`config.mk`:
```
export PLATFORM = sky130hd
export DESIGN_NAME = boot_sequencer
export DESIGN_NICKNAME = d
export VERILOG_FILES = /design/src/rtl/boot_sequencer.sv
export SDC_FILE = /design/constraint.sdc
export NUM_CORES = 1
export LEC_CHECK = 0
export CAP_MARGIN = 20
export CORE_ASPECT_RATIO = 2
export CORE_MARGIN = 2
export CORE_UTILIZATION = 51
export CTS_BUF_LIST = sky130_fd_sc_hd__clkbuf_8 sky130_fd_sc_hd__clkbuf_16
export DETAILED_ROUTE_END_ITERATION = 16
export GPL_ROUTABILITY_DRIVEN = 1
export PLACE_DENSITY = 0.81
export SLEW_MARGIN = 25
export SYNTH_ARGS = -nofsm -noshare
export SYNTH_HDL_FRONTEND = slang
export SYNTH_SLANG_ARGS = --single-unit
```
`constraint.sdc`:
```
create_clock -name clock -period 2.95 [get_ports clock]
set_input_delay 0.295 -clock clock [delete_from_list [all_inputs] [get_ports clock]]
set_output_delay 0.295 -clock clock [all_outputs]
set_load 0.02 [all_outputs]
```
`src/rtl/boot_sequencer.sv`:
```
// Boot sequencer: after reset, waits for the BIOS ROM to settle, copies
// BOOT_WORDS words from the BIOS into instruction memory one per cycle while
// holding the CPU, accumulates a 32-bit checksum, then releases the CPU.
// A start pulse while released re-runs the copy without the settle wait.
module boot_sequencer #(
  parameter int BOOT_WORDS  = 186,
  parameter int ADDR_W      = 12,
  parameter int WAIT_CYCLES = 2
) (
  input  logic              clock,
  input  logic              reset,
  input  logic              start,
  output logic [ADDR_W-1:0] bios_address,
  input  logic [31:0]       bios_instruction,
  output logic              imem_wr_en,
  output logic [ADDR_W-1:0] imem_wr_addr,
  output logic [31:0]       imem_wr_data,
  output logic              cpu_hold,
  output logic              done,
  output logic [31:0]       checksum
);

  localparam int WAIT_W = (WAIT_CYCLES > 1) ? $clog2(WAIT_CYCLES) : 1;
  localparam logic [ADDR_W-1:0] LAST_ADDR = ADDR_W'(BOOT_WORDS - 1);
  localparam logic [WAIT_W-1:0] WAIT_LAST = WAIT_W'(WAIT_CYCLES - 1);

  typedef enum logic [1:0] {
    ST_WAIT,
    ST_COPY,
    ST_DRAIN,
    ST_DONE
  } state_t;

  state_t            state, state_d;
  logic [ADDR_W-1:0] cnt, cnt_d;
  logic [WAIT_W-1:0] wait_cnt, wait_d;
  logic              wr_en_d;
  logic [ADDR_W-1:0] wr_addr_d;
  logic [31:0]       wr_data_d;
  logic [31:0]       sum_d;
  logic              hold_d;
  logic              done_d;

  // The BIOS read address is the word counter register itself.
  assign bios_address = cnt;

  // State register.
  always_ff @(posedge clock or negedge reset) begin
    if (!reset) state <= ST_WAIT;
    else        state <= state_d;
  end

  // Next-state and next-register values; everything holds unless a state acts.
  always_comb begin
    state_d   = state;
    cnt_d     = cnt;
    wait_d    = wait_cnt;
    wr_en_d   = 1'b0;
    wr_addr_d = imem_wr_addr;
    wr_data_d = imem_wr_data;
    sum_d     = checksum;
    hold_d    = cpu_hold;
    done_d    = done;
    unique case (state)
      ST_WAIT: begin
        // Give the BIOS its first-clock initialisation before reading it.
        if (wait_cnt == WAIT_LAST) begin
          state_d = ST_COPY;
          cnt_d   = '0;
          wait_d  = '0;
        end else begin
          wait_d  = wait_cnt + WAIT_W'(1);
        end
      end
      ST_COPY: begin
        wr_en_d   = 1'b1;
        wr_addr_d = cnt;
        wr_data_d = bios_instruction;
        sum_d     = checksum + bios_instruction;
        // Counter saturates on the last word so the BIOS address never
        // runs past the image.
        if (cnt < LAST_ADDR) cnt_d   = cnt + ADDR_W'(1);
        else                 state_d = ST_DRAIN;
      end
      ST_DRAIN: begin
        // Last write is on the bus this cycle; release the CPU behind it.
        hold_d  = 1'b0;
        done_d  = 1'b1;
        state_d = ST_DONE;
      end
      ST_DONE: begin
        if (start) begin
          state_d = ST_COPY;
          cnt_d   = '0;
          sum_d   = '0;
          done_d  = 1'b0;
          hold_d  = 1'b1;
        end
      end
      default: state_d = ST_WAIT;
    endcase
  end

  // Datapath and output registers.
  always_ff @(posedge clock or negedge reset) begin
    if (!reset) begin
      cnt          <= '0;
      wait_cnt     <= '0;
      imem_wr_en   <= 1'b0;
      imem_wr_addr <= '0;
      imem_wr_data <= '0;
      checksum     <= '0;
      cpu_hold     <= 1'b1;
      done         <= 1'b0;
    end else begin
      cnt          <= cnt_d;
      wait_cnt     <= wait_d;
      imem_wr_en   <= wr_en_d;
      imem_wr_addr <= wr_addr_d;
      imem_wr_data <= wr_data_d;
      checksum     <= sum_d;
      cpu_hold     <= hold_d;
      done         <= done_d;
    end
  end

endmodule

```
==> results of run 1 <==
[layout make-up]
type                            instances  share of cell area, %
Clock buffer                            9                  3.079
Clock inverter                          7                  1.420
Inverter                               21                  1.078
Multi-Input combinational cell        398                  39.69
Sequential cell                        94                  32.18
Tap cell                              137                  2.343
Timing Repair Buffer                  154                  20.22
[sequential cells by signal, summed over array words and instances (netlist names)]
name / cells
bios_address: 12
imem_wr_addr: 12
imem_wr_data: 32
imem_wr_en: 1
state: 2
done: 1
checksum: 32
wait_cnt: 1
cpu_hold: 1
[kinds of logic (layout without fill, tap and decap cells)]
kind of cell               Yosys count  after routing  share of synthesized area, %
and+or+nand+nor                    141            141                         12.77
AOI/OAI and AO/OA                  144            144                         17.59
xor gates and xnor gates            28             28                         4.541
adders and majority gates           39             39                         9.175
DFF                                 94             94                         43.58
muxes                               46             46                         9.569
buffers and inverters               40            191                         2.780
[power groups by stage]
stage | combinational (mW) | clock [mW] | sequential [mW]
3_3_place_gp | 3.52 | 0 | 1.81
3_5_place_dp | 3.60 | 0 | 1.81
2_1_floorplan | 1.98 | 0 | 2.07
4_1_cts | 3.63 | 1.31 | 1.80
6_report | 3.66 | 1.29 | 1.80
5_1_grt | 3.97 | 1.37 | 1.83
[worst max-delay path by stage]
stage                                  startpoint                        to  slack, ns  cells past startpoint
final                        bios_instruction[13]  checksum[28]$_DFFE_PN0P_       0.25                     12
after detailed placement      bios_instruction[0]  checksum[24]$_DFFE_PN0P_      -0.10                     13
after floorplan           checksum[0]$_DFFE_PN0P_  checksum[24]$_DFFE_PN0P_       0.32                     11
after global placement       bios_instruction[11]  checksum[28]$_DFFE_PN0P_      -0.02                     12
after global routing          bios_instruction[0]  checksum[16]$_DFFE_PN0P_       0.06                     13
after CTS                    bios_instruction[13]  checksum[28]$_DFFE_PN0P_       0.25                     12
[placed cells by master, fill, tap and decap left out, types with 3 or more instances in the layout]
| cell | synthesis | routed |
|---|---|---|
| clkdlybuf4s50_1 | 0 | 124 |
| nor2_1 | 27 | 27 |
| a21oi_1 | 41 | 40 |
| o31ai_1 | 3 | 3 |
| mux2_2 | 45 | 45 |
| dfrtp_1 | 93 | 93 |
| nand2b_1 | 7 | 7 |
| or3_1 | 4 | 4 |
| nand3b_1 | 3 | 3 |
| xnor2_1 | 13 | 13 |
| nor3_1 | 5 | 5 |
| a31oi_1 | 3 | 3 |
| a211oi_1 | 3 | 3 |
| o21ai_0 | 43 | 43 |
| buf_4 | 0 | 29 |
| a22o_1 | 3 | 3 |
| o211ai_1 | 4 | 4 |
| o2111ai_1 | 3 | 3 |
| and3_1 | 10 | 10 |
| a21o_1 | 13 | 13 |
| o21a_1 | 3 | 3 |
| nor2b_1 | 5 | 5 |
| and3_2 | 3 | 3 |
| nand2_1 | 53 | 53 |
| inv_1 | 21 | 21 |
| nand4_1 | 7 | 7 |
| ha_1 | 38 | 37 |
| clkbuf_16 | 0 | 9 |
| xor2_1 | 15 | 15 |
| o21ai_2 | 3 | 3 |
| nand3_1 | 8 | 8 |
[layer usage]
layer  global-route usage [%]  part of all wire [%]  vias up  wire [µm]
met2                    52.63                    57      186       8656
met5                        0                     0        -          0
met1                    26.18                    34     2287       5147
met3                    4.946                   4.3       67        654
li1                         -                     -     2210          -
met4                    14.09                   4.6        0        695
[worst register-to-register path, delay by kind of cell, from the launching register on]
kind / cells / cell delay [ns]
AND/OR/NAND/NOR: 2 / 0.44
buffers and inverters: 2 / 0.32
flip-flops: 1 / 0.40
adder cells (fa/ha/maj): 1 / 0.36
AO/OA/AOI/OAI: 6 / 1.09
[stage by stage]
stage	power, mW	hold WS (ns)	std cells	setup TNS (ns)	utilization [%]
5_1_grt	7.169	0.02803	820	0	70.26
3_3_place_gp	5.325	0.3793	804	-0.04293	67.10
2_1_floorplan	4.051	-0.0005911	532	0	-
6_report	6.747	-0.01175	820	0	70.26
3_5_place_dp	5.410	0.3852	804	-0.3431	67.10
4_1_cts	6.730	0.01530	820	0	70.26
==> flow_summary.ini, run 1 <==
[die]
dieArea_mm2 = 0.01148
coreArea_mm2 = 0.01041
io_pins = 126
std_cell_rows = 53
die_y_um = 149.5
initial_core_util_pct = 51.87
die_w_um = 76.76

[final_layout]
num-fill-cells = 814
syn2layout_area_growth_pct = 35.45
design_area_mm2 = 0.007315
multi_input_area_mm2 = 0.002903
antennaDiodeCount = 0
regArea_mm2 = 0.002354
fin_nets = 752
drive_above_1_share_pct = 15.81

[power_and_ir_drop]
ir_worst_vdd_mv = 0.5675
cellPowerDensity_mw_per_mm2 = 922.4
p_seq_share_pct = 26.7
internal_power_mw = 3.997
p_switching_mw = 2.750
sw_frac_of_total_pct = 40.76
p_clk_share_pct = 19.1
comb_power_share_pct = 54.2
p_leak_nw = 3.248

[sta]
max_freq_ghz = 0.3709
max_slew_margin_pct = 50.26
hold_viol_final = 2
rsz0062_at_grt = no
skew_ns = 0.007161
setup_slack_ns = 0.2535
fin_crit_sh_pct = 91.41
setup_viol = 0
tightest_slew_ns = 0.7434
fin_hold_ws_ns = -0.01175
final_max_slew_viol_count = 0
period_minus_slack_ns = 2.697

[global_route]
overflow = 0
antenna_found_initial = 0
grt_pass1_vias = 5059
grt_pass1_wl_um = 24290
grtUsageTotal_pct = 26.96
grt_max_degree = 95

[detailed_routing]
dr.pass1.iters = 6
ant_nets = 0
wl_um = 15150
num_vias = 4750
drc = 0
drtIter0Drc = 299
viasPerCell = 5.793
wl_per_cell_um = 18.48

[worst_setup_path]
cp_top_family = compound AO/OA/AOI/OAI gates
critPathRequiredTime_ns = 3.21
max_stage_delay_ns = 0.43
worstSetupStartpointType = input port
worstSetupPathType = in2reg
timing.rr.start = checksum[13]$_DFFE_PN0P_
cp_cell_sequence = clkdlybuf4s50_1 > ha_1 > a21oi_4 > o21ai_2 > or3_4 > a221oi_4 > a21oi_4 > buf_4 > o31ai_1 > buf_4 > nand4_1 > o211ai_1
worst_setup_path_end_kind = flip-flop
timing.rr.end = checksum[28]$_DFFE_PN0P_
reg2regPathDepth = 11
ff2ff_setup_slack_ns = 0.26
arrival_ns = 2.96
cp_max_fo = 4
critPathBufInv = 3
cpMaxStageDelayCell = clkdlybuf4s50_1

[yosys]
synth_edf_count = 0
synth.distinct_cells = 57
syn-cell-area_mm2 = 0.005400
async_flop_share_pct = 100.0
yosys.area.top_type = dfrtp_1
syn_avg_cell_area_um2 = 10.15
ys_seq_elements = 94
yosysMostFrequentCell = dfrtp_1
ys_seq_area_share_pct = 43.58
yosysWarnings = 0
synthCells = 532
synth_common_cells = dfrtp_1, nand2_1, mux2_2, o21ai_0, a21oi_1
synth_top_area_share_pct = 43.10
synthTopCellsByArea = dfrtp_1, mux2_2, ha_1
synthFlopType = dfrtp_1
syn_nets = 606

[clock_tree]
cts_buffers = 9
post_cts_resize_count = 0
cts_setup_buffers = 0
h-tree-depth = 3
cts_tree = built
clk_pin_slew_ns = 0.07
cts_hold_buf = 0
clockBufferDepth = 2
cts.sinks = 94
clock_latency_ns = 0.34
root_buffer = clkbuf_16

[status]
status = finished, violations left
violations = negative hold slack

[placed_design]
gp_congestion = 0.9257
dp_hpwl_um = 11420
postPlaceCellArea_mm2 = 0.006985
dpl_worst_slack_ns = -0.1035
port_buffers = 125

[run]
maxCapViolCount = 0

[hold_path]
holdCritPathClass = in2async
No activity file was read; power rests on OpenSTA's default activity.
==> inputs of run 2 (changes only) <==
--- a/config.mk
+++ b/config.mk
@@ -7,7 +7,7 @@
 export LEC_CHECK = 0
 export CAP_MARGIN = 20
 export CORE_ASPECT_RATIO = 2
-export CORE_MARGIN = 2
+export CORE_MARGIN = 3
 export CORE_UTILIZATION = 51
 export CTS_BUF_LIST = sky130_fd_sc_hd__clkbuf_8 sky130_fd_sc_hd__clkbuf_16
 export DETAILED_ROUTE_END_ITERATION = 16
==> flow_summary.ini, run 2 (synthesized netlist as in run 1, its figures left out) <==
[worst_setup_path]
reg2regPathDepth = 11
timing.rr.end = checksum[28]$_DFFE_PN0P_
timing.rr.start = checksum[13]$_DFFE_PN0P_
worstSetupStartpointType = input port
worst_setup_path_end_kind = flip-flop
critPathRequiredTime_ns = 3.18
arrival_ns = 2.99
cp_max_fo = 5
startpoint = bios_instruction[0]
ff2ff_setup_slack_ns = 0.20
worstSetupPathType = in2reg

[detailed_routing]
wl_um = 15950
drtIter0Drc = 263
num_vias = 4832
ant_nets = 0
wl_met2_um = 9222
wl_met3_um = 755
viasPerCell = 5.893
dr.pass1.iters = 4
met1Wirelength_um = 5266
top_layer_used = met4
wl_per_cell_um = 19.45
drc = 0

[power_and_ir_drop]
p_leak_nw = 3.273
cellPowerDensity_mw_per_mm2 = 941.2
ir_worst_vdd_mv = 0.6298

[die]
io_pins = 126
die_y_um = 151.5
initial_core_util_pct = 52.87
die_w_um = 78.76
dieArea_mm2 = 0.01193
coreArea_mm2 = 0.01021
std_cell_rows = 52

[status]
violations = negative hold slack
status = finished, violations left

[sta]
fin_crit_sh_pct = 93.41
setup_viol = 0
period_minus_slack_ns = 2.756
hold_viol_final = 28
max_freq_ghz = 0.3629
max_slew_margin_pct = 36.39
fin_hold_ws_ns = -0.006808
tightest_slew_ns = 0.9542
rsz0062_at_grt = no
skew_ns = 0.006301
final_max_slew_viol_count = 0

[placed_design]
gp_congestion = 0.8965
dp_hpwl_um = 11870
port_buffers = 125
dp.cells = 803

[global_route]
grt_pass1_wl_um = 25390
overflow = 0
grt_pass1_vias = 5236
grtUsageTotal_pct = 27.54
grt_max_degree = 95
antenna_found_initial = 0

[hold_path]
holdCritPathClass = in2async

[final_layout]
antennaDiodeCount = 0
layout_commonest_cell = clkdlybuf4s50_1
final_cell_mix = clkdlybuf4s50_1, dfrtp_1, nand2_1, mux2_2, o21ai_0
drive_above_1_share_pct = 16.35
syn2layout_area_growth_pct = 36.26
reg_top3 = checksum x32, imem_wr_data x32
fin_nets = 754
finalNonFillerCells = 820

[clock_tree]
clk_pin_slew_ns = 0.07
h-tree-depth = 3
clockBufferDepth = 2
cts_tree = built
root_buffer = clkbuf_16
cts_buffers = 9
cts_hold_buf = 0
clock_latency_ns = 0.35
cts.sinks = 94

[run]
maxCapViolCount = 0
run 2: cell types whose count changed in the layout (fill, tap and decap cells not counted):
cell,previous run,this run
buf_4,29,31
o2111ai_1,3,2
bufinv_16,2,3
nor2b_2,0,1
clkinvlp_4,2,1
o2111ai_2,0,1
nor2b_1,5,4
run 2: metal layers:
metal  up-vias  global-route usage, %
met5         -                      0
met4         0                  15.76
met3        54                  4.793
met2       177                  54.47
met1      2387                  25.50
li1       2214                      -
run 2: cell type report:
class,instances,area [µm²]
Timing Repair Buffer,156,1494
Inverter,21,78.83
Tap cell,135,168.9
Sequential cell,94,2354
Clock inverter,7,126.4
Multi-Input combinational cell,398,2912
Clock buffer,9,225.2
Fill cell,766,2856
run 2: power breakdown:
part	total (mW)	internal, mW	switching (mW)
Clock	1.39	0.841	0.545
Sequential	1.80	1.57	0.235
Combinational	3.74	1.71	2.03
Total	6.93	4.12	2.81
run 2: timing repair:
action	CTS	global route
resized for setup	0	2
hold endpoints to repair	0	0
setup endpoints to repair	0	1
buffers inserted	0	1
run 2: how the worst max path moves through the flow:
stage               cells after the start  slack [ns]                  endpoint
finish                                 13        0.19  checksum[24]$_DFFE_PN0P_
detailed placement                     13       -0.13  checksum[16]$_DFFE_PN0P_
global placement                       13       -0.04  checksum[16]$_DFFE_PN0P_
CTS                                    11        0.22  checksum[28]$_DFFE_PN0P_
floorplan                              11        0.32  checksum[24]$_DFFE_PN0P_
global route                           13        0.02  checksum[16]$_DFFE_PN0P_
run 2: worst max-delay path, cell delays in order:
cell and delay, ns:
clkdlybuf4s50_1 0.48, ha_1 0.19, inv_1 0.06, fa_1 0.40
nor2b_2 0.16, o2111ai_2 0.13, a21oi_1 0.17, buf_4 0.15
o21ai_2 0.09, a21oi_4 0.20, o21ai_4 0.10, and3_2 0.20
or3_1 0.35
run 2: through the flow:
step	utilization (%)	setup TNS, ns	worst slack, ns	cell area (µm²)	total power [mW]
final	72.04	0	0.1943	7358	6.925
after global routing	72.04	0	0.02419	7358	7.348
after CTS	71.88	0	0.2171	7342	6.900
after detailed placement	68.43	-0.6698	-0.1295	6990	5.472
after global placement	68.43	-0.09063	-0.03828	6990	5.371
after floorplan	-	0	0.3154	5400	4.051
